File: config.mk
export PLATFORM = sky130hd
export DESIGN_NAME = sprite_rom_arbiter_flat
export DESIGN_NICKNAME = d
export VERILOG_FILES = /design/src/rtl/sprite_rom_arbiter_pkg.sv /design/src/rtl/sprite_rom_arbiter_if.sv /design/src/rtl/sprite_rom_arbiter_rr_pick.sv /design/src/rtl/sprite_rom_arbiter.sv /design/src/flat_wrapper.sv
export SDC_FILE = /design/constraint.sdc
export NUM_CORES = 1
export LEC_CHECK = 0
export CAP_MARGIN = 20
export CORE_ASPECT_RATIO = 1.2
export CORE_MARGIN = 3
export CORE_UTILIZATION = 30
export DETAILED_ROUTE_END_ITERATION = 10
export PLACE_DENSITY = 0.65
export SYNTH_ARGS = -nofsm -noshare
export SYNTH_HDL_FRONTEND = slang
export SYNTH_SLANG_ARGS = --single-unit
File: constraint.sdc
create_clock -name vga_clk -period 3.67 [get_ports vga_clk]
set_input_delay 0.734 -clock vga_clk [delete_from_list [all_inputs] [get_ports vga_clk]]
set_output_delay 0.734 -clock vga_clk [all_outputs]
set_load 0.005 [all_outputs]
File: src/rtl/sprite_rom_arbiter_pkg.sv
// Shared defaults and types for the sprite ROM arbiter: requester count,
// ROM geometry and latency.
package sprite_pkg;

   localparam int DEF_NUM_REQ = 4;
   localparam int DEF_ADDR_W  = 13;
   localparam int DEF_DATA_W  = 12;
   localparam int DEF_ROM_LAT = 1;

   typedef logic [$clog2(DEF_NUM_REQ)-1:0] req_id_t;
   typedef logic [DEF_ADDR_W-1:0]          rom_addr_t;
   typedef logic [DEF_DATA_W-1:0]          rom_data_t;

endpackage

File: src/rtl/sprite_rom_arbiter_if.sv
// Requester/ROM bundle for the sprite ROM arbiter. The master side is the
// requesters plus the ROM data return; the slave side is the arbiter.
interface sprite_rom_arbiter_if
   import sprite_pkg::*;
#(
   parameter int NUM_REQ = DEF_NUM_REQ,
   parameter int ADDR_W  = DEF_ADDR_W,
   parameter int DATA_W  = DEF_DATA_W
);

   logic [NUM_REQ-1:0]             req;
   logic [NUM_REQ-1:0][ADDR_W-1:0] req_addr;
   logic [NUM_REQ-1:0]             gnt;
   logic [ADDR_W-1:0]              rom_addr;
   logic [DATA_W-1:0]              rom_q;
   logic [NUM_REQ-1:0]             rsp_valid;
   logic [DATA_W-1:0]              rsp_data;

   modport master (
      output req, req_addr, rom_q,
      input  gnt, rom_addr, rsp_valid, rsp_data
   );

   modport slave (
      input  req, req_addr, rom_q,
      output gnt, rom_addr, rsp_valid, rsp_data
   );

endinterface

File: src/rtl/sprite_rom_arbiter_rr_pick.sv
// Combinational round-robin picker: first eligible index at or after rr_ptr,
// searching upward modulo NUM_REQ.
module rr_pick
   import sprite_pkg::*;
#(
   parameter int NUM_REQ = DEF_NUM_REQ
) (
   input  logic [NUM_REQ-1:0]         eligible,
   input  logic [$clog2(NUM_REQ)-1:0] rr_ptr,
   output logic                       found,
   output logic [$clog2(NUM_REQ)-1:0] winner
);

   localparam int ID_W = $clog2(NUM_REQ);

   int idx;

   // NOTE: every output of an always_comb gets a default first so no path
   // leaves it unassigned, which would infer a latch.
   always_comb begin
      found  = 1'b0;
      winner = '0;
      idx    = 0;
      for (int i = 0; i < NUM_REQ; i++) begin
         idx = int'(rr_ptr) + i;
         if (idx >= NUM_REQ) idx = idx - NUM_REQ;
         if (!found && eligible[idx]) begin
            found  = 1'b1;
            winner = ID_W'(idx);
         end
      end
   end

endmodule

File: src/rtl/sprite_rom_arbiter.sv
// Shares one sprite ROM port among NUM_REQ requesters: round-robin issue of one
// read per cycle, with the winner id tracked until its ROM word returns.
module sprite_rom_arbiter
   import sprite_pkg::*;
#(
   parameter int NUM_REQ = DEF_NUM_REQ,
   parameter int ADDR_W  = DEF_ADDR_W,
   parameter int DATA_W  = DEF_DATA_W,
   parameter int ROM_LAT = DEF_ROM_LAT
) (
   input logic           vga_clk,
   input logic           reset,
   sprite_rom_arbiter_if.slave bus
);

   localparam int ID_W = $clog2(NUM_REQ);

   logic [NUM_REQ-1:0]           eligible;
   logic                         found;
   logic [ID_W-1:0]              winner;
   logic [ID_W-1:0]              rr_ptr;
   logic [ID_W-1:0]              ptr_next;
   logic [NUM_REQ-1:0]           win_onehot;
   logic [NUM_REQ-1:0]           rsp_onehot;
   logic [ROM_LAT:0]             pipe_vld;
   logic [ROM_LAT:0][ID_W-1:0]   pipe_id;

   // A requester just granted sits out one cycle so a held req is a new access.
   assign eligible = bus.req & ~bus.gnt;

   rr_pick #(.NUM_REQ(NUM_REQ)) u_rr_pick (
      .eligible (eligible),
      .rr_ptr   (rr_ptr),
      .found    (found),
      .winner   (winner)
   );

   always_comb begin
      win_onehot         = '0;
      win_onehot[winner] = 1'b1;
      rsp_onehot                   = '0;
      rsp_onehot[pipe_id[ROM_LAT]] = 1'b1;
      ptr_next = (winner == ID_W'(NUM_REQ - 1)) ? '0 : winner + ID_W'(1);
   end

   // NOTE: sequential state uses non-blocking assignments so every register
   // samples pre-edge values regardless of statement order.
   // NOTE: the valid/id pipeline is reset along with the outputs; that is what
   // drops in-flight reads when reset hits mid-operation.
   always_ff @(posedge vga_clk or posedge reset) begin
      if (reset) begin
         bus.gnt       <= '0;
         bus.rom_addr  <= '0;
         bus.rsp_valid <= '0;
         bus.rsp_data  <= '0;
         rr_ptr        <= '0;
         pipe_vld      <= '0;
         pipe_id       <= '0;
      end else begin
         if (found) begin
            bus.gnt      <= win_onehot;
            bus.rom_addr <= bus.req_addr[winner];
            rr_ptr       <= ptr_next;
         end else begin
            bus.gnt <= '0;
         end

         // Stage k is valid in cycle G+k; stage ROM_LAT lines up with rom_q.
         pipe_vld <= {pipe_vld[ROM_LAT-1:0], found};
         pipe_id  <= {pipe_id[ROM_LAT-1:0], winner};

         bus.rsp_valid <= pipe_vld[ROM_LAT] ? rsp_onehot : '0;
         if (pipe_vld[ROM_LAT]) bus.rsp_data <= bus.rom_q;
      end
   end

endmodule

File: src/flat_wrapper.sv
// flat-port wrapper written by rule: the top's interface ports become plain ports
module sprite_rom_arbiter_flat import sprite_pkg::*;
#(
   parameter int NUM_REQ = DEF_NUM_REQ,
   parameter int ADDR_W  = DEF_ADDR_W,
   parameter int DATA_W  = DEF_DATA_W,
   parameter int ROM_LAT = DEF_ROM_LAT
)
  (vga_clk, reset, bus_req, bus_req_addr, bus_rom_q, bus_gnt, bus_rom_addr, bus_rsp_valid, bus_rsp_data);
  sprite_rom_arbiter_if #(.NUM_REQ(NUM_REQ), .ADDR_W(ADDR_W), .DATA_W(DATA_W)) bus_i ();
  input logic vga_clk;
  input logic reset;
  input wire logic [$bits(bus_i.req)-1:0] bus_req;
  input wire logic [$bits(bus_i.req_addr)-1:0] bus_req_addr;
  input wire logic [$bits(bus_i.rom_q)-1:0] bus_rom_q;
  output wire logic [$bits(bus_i.gnt)-1:0] bus_gnt;
  output wire logic [$bits(bus_i.rom_addr)-1:0] bus_rom_addr;
  output wire logic [$bits(bus_i.rsp_valid)-1:0] bus_rsp_valid;
  output wire logic [$bits(bus_i.rsp_data)-1:0] bus_rsp_data;
  assign bus_i.req = bus_req;
  assign bus_i.req_addr = bus_req_addr;
  assign bus_i.rom_q = bus_rom_q;
  assign bus_gnt = bus_i.gnt;
  assign bus_rom_addr = bus_i.rom_addr;
  assign bus_rsp_valid = bus_i.rsp_valid;
  assign bus_rsp_data = bus_i.rsp_data;
  sprite_rom_arbiter #(.NUM_REQ(NUM_REQ), .ADDR_W(ADDR_W), .DATA_W(DATA_W), .ROM_LAT(ROM_LAT)) u_core (.vga_clk(vga_clk), .reset(reset), .bus(bus_i));
endmodule
==> flow_summary.yaml <==
run_status:
  outcome: "completed"
power_and_ir_drop:
  power_switching_share_pct: 34.9
  ir_drop_uv: 362
  p_total_mw: 2.22
  p_sw_uw: 776
  leakagePower_nw: 1.45
  power_frac_clock_pct: 16.5
  seq_power_share_pct: 34.1
  power.internal_mw: 1.45
  p_per_area_nw_per_um2: 662
  p_comb_share_pct: 49.4
global_route:
  antenna_found_initial: 0
  gr-total-overflow: 0
  grt_pass1_wl_mm: 9.78
  grt_max_degree: 42
  track_usage_pct: 14.5
  grt_pass1_vias: 2013
sta:
  rsz0062_at_grt: "false"
  fmaxAchievable_mhz: 361
  fin_crit_sh_pct: 75.5
  finalHoldViolCount: 0
  period_needed_ns: 2.77
  skew_ns: 0.00448
  worst_pin_slew_ns: 1.00
  slew_headroom_pct: 32.9
  finalSetupTns_ns: 0
  final-max-slew-violation-count: 0
  finalSetupViolations: 0
finish:
  layout.nets: 370
  syn_to_final_growth_pct: 56.8
  final_common_cell: "clkdlybuf4s50_1"
  antenna_cells: 0
  final_cell_mix: "clkdlybuf4s50_1, dfrtp_1, and3_1"
  drive_above_1_share_pct: 11.3
critical_path:
  r2r_slack_ns: 1.25
  crit_type: "in2reg"
  crit_path_max_incr_delay_ns: 0.78
  crit_chain: "clkdlybuf4s50_1 > nand2b_1 > nand2_1 > nor3_2 > inv_1 > nor2_1 > a2111oi_4"
  rr_worst_depth: 5
  reg2reg_from: "u_core.rr_ptr[1]$_DFFE_PP0P_"
  required_ns: 3.83
  end_kind: "flip-flop"
  startpoint_type: "input port"
  path_max_fanout: 15
  critPathSlowestCell: "nor3_2"
  setup.worst_path.start: "bus_req[3]"
  worstPathArrival_ns: 2.93
synth:
  syn-num-nets: 272
  syn_avg_cell_area_um2: 10.6
  syn_area_um2: 2140
  ys_warn_count: 0
  ys_ff_latch: 41
  ys_seq_area_share_pct: 48.0
  synthesis.instances: 202
  yosys.cell_types.count: 33
die:
  start_util_pct: 31.0
  rows: 33
  io-pin-count: 103
  dieWidth_um: 83.1
  chipHeight_um: 98.5
  dieArea_um2: 8190
  core_um2: 6900
drt:
  ant_nets: 0
  num_vias: 1992
  drc: 0
  firstDrtPassIters: 4
  wl_per_cell_um: 15.6
  drt_iter0_drc: 73
  post_drt_via_cell_ratio: 5.13
  wl_mm: 6.06
clocking:
  h-tree-depth: 2
  clk_latency_ns: 0.29
  cts-root-buf: "clkbuf_8"
  cts_setup_buffers: 0
  clkSinkCount: 41
  cts_resized: 0
  hold_buffers: 0
  path_clk_slew_ns: 0.08
  clockBufferDepth: 2
  cts_buffers: 5
  cts_tree: "yes"
placed_design:
  place.port_buffers: 102
  gp_routability_congestion: 0.795
  dpl.hpwl_mm: 4.47
hold_path:
  min_from: "u_core.pipe_vld[0]$_DFF_PP0_"
  hold_path_class: "reg2reg"
  worstHoldPathCells: 0
run:
  max_cap_violations: 0
final timing paths:
kind                                                            to
worst min-delay path                  u_core.pipe_vld[1]$_DFF_PP0_
max in group asynchronous       u_core.bus.rom_addr[6]$_DFFE_PP0P_
min in group asynchronous       u_core.bus.rom_addr[1]$_DFFE_PP0P_
worst max-delay path            u_core.bus.rom_addr[5]$_DFFE_PP0P_
worst min register to register        u_core.pipe_vld[1]$_DFF_PP0_
worst max register to register  u_core.bus.rom_addr[8]$_DFFE_PP0P_
synth_stat cells:
cell	instances	area share (%)
inv_1	18	3.2
and3b_1	1	0.41
nor2b_1	5	1.5
nand2b_1	2	0.58
clkbuf_1	9	1.6
buf_2	4	0.94
nand2b_4	2	1.3
a21oi_2	1	0.41
mux2_4	2	1.4
nor2_1	13	2.3
a211oi_2	1	0.58
or3_1	1	0.29
nor3b_1	1	0.35
mux2_2	12	6.3
or3b_1	1	0.41
o22a_1	1	0.41
o21ai_0	4	0.94
and3_1	23	6.7
and2b_4	1	0.47
a22oi_1	13	4.6
a311oi_1	11	4.5
nand3b_1	1	0.35
buf_1	1	0.18
a211oi_1	4	1.4
a211o_1	1	0.41
a2111oi_4	2	2.6
o221ai_1	11	4.5
a21oi_1	7	1.6
nor3_1	1	0.23
a221o_1	1	0.47
a21o_1	1	0.35
dfrtp_1	41	48
nand2_1	5	0.88
sequential cells by signal, summed over array words and instances (netlist names):
signal                flops
u_core.bus.gnt            4
u_core.bus.rsp_data      12
u_core.pipe_vld           2
u_core.bus.rom_addr      13
u_core.pipe_id            4
u_core.bus.rsp_valid      4
u_core.rr_ptr             2
power by group through the flow:
stage          combinational (mW)  sequential (mW)  clock (mW)
2_1_floorplan               0.651            0.728           0
3_3_place_gp                 1.08            0.761           0
3_5_place_dp                 1.11            0.762           0
4_1_cts                      1.11            0.757       0.381
5_1_grt                      1.19            0.779       0.400
6_report                     1.10            0.758       0.366
final cells by class:
type	instances	area, um2
flip-flops and latches	41	1030
inverters	18	67.6
clock inverters	3	46.3
fillers	640	3540
well taps	87	109
repair buffers	105	1040
multi-input cells	129	993
clock buffers	5	68.8
worst max-delay path, delay by kind of cell:
kind | cells | cell delay [ns]
buffers and inverters | 2 | 0.63
and+or+nand+nor | 4 | 1.52
AOI/OAI and AO/OA | 1 | 0.05
cells by family after synthesis:
| logic type | share of synthesized area, % |
|---|---|
| DFF | 48.0 |
| buffers and inverters | 5.85 |
| muxes | 7.72 |
| and+or+nand+nor | 15.7 |
| AOI/OAI and AO/OA | 22.7 |
metal layers:
layer	vias up	part of all wire, %	GRT usage [%]	wire length [um]
met1	967	41	16.9	2510
met3	4	5.3	3.51	324
met2	70	52	26.6	3170
met4	0	0.97	3.90	59
li1	951	-	-	-
met5	-	0	0	0
metrics by stage:
stage / setup slack, ns / util [%] / instances / hold WS [ns] / instance area [um2]
2_1_floorplan: 1.50 / - / 202 / 0.331 / 2140
3_3_place_gp: 0.649 / 47.0 / 380 / 0.333 / 3240
3_5_place_dp: 0.602 / 47.0 / 380 / 0.335 / 3240
4_1_cts: 0.912 / 48.6 / 388 / 0.360 / 3350
5_1_grt: 0.703 / 48.6 / 388 / 0.358 / 3350
6_report: 0.900 / 48.6 / 388 / 0.356 / 3350
Power figures use the tool's default switching activity.
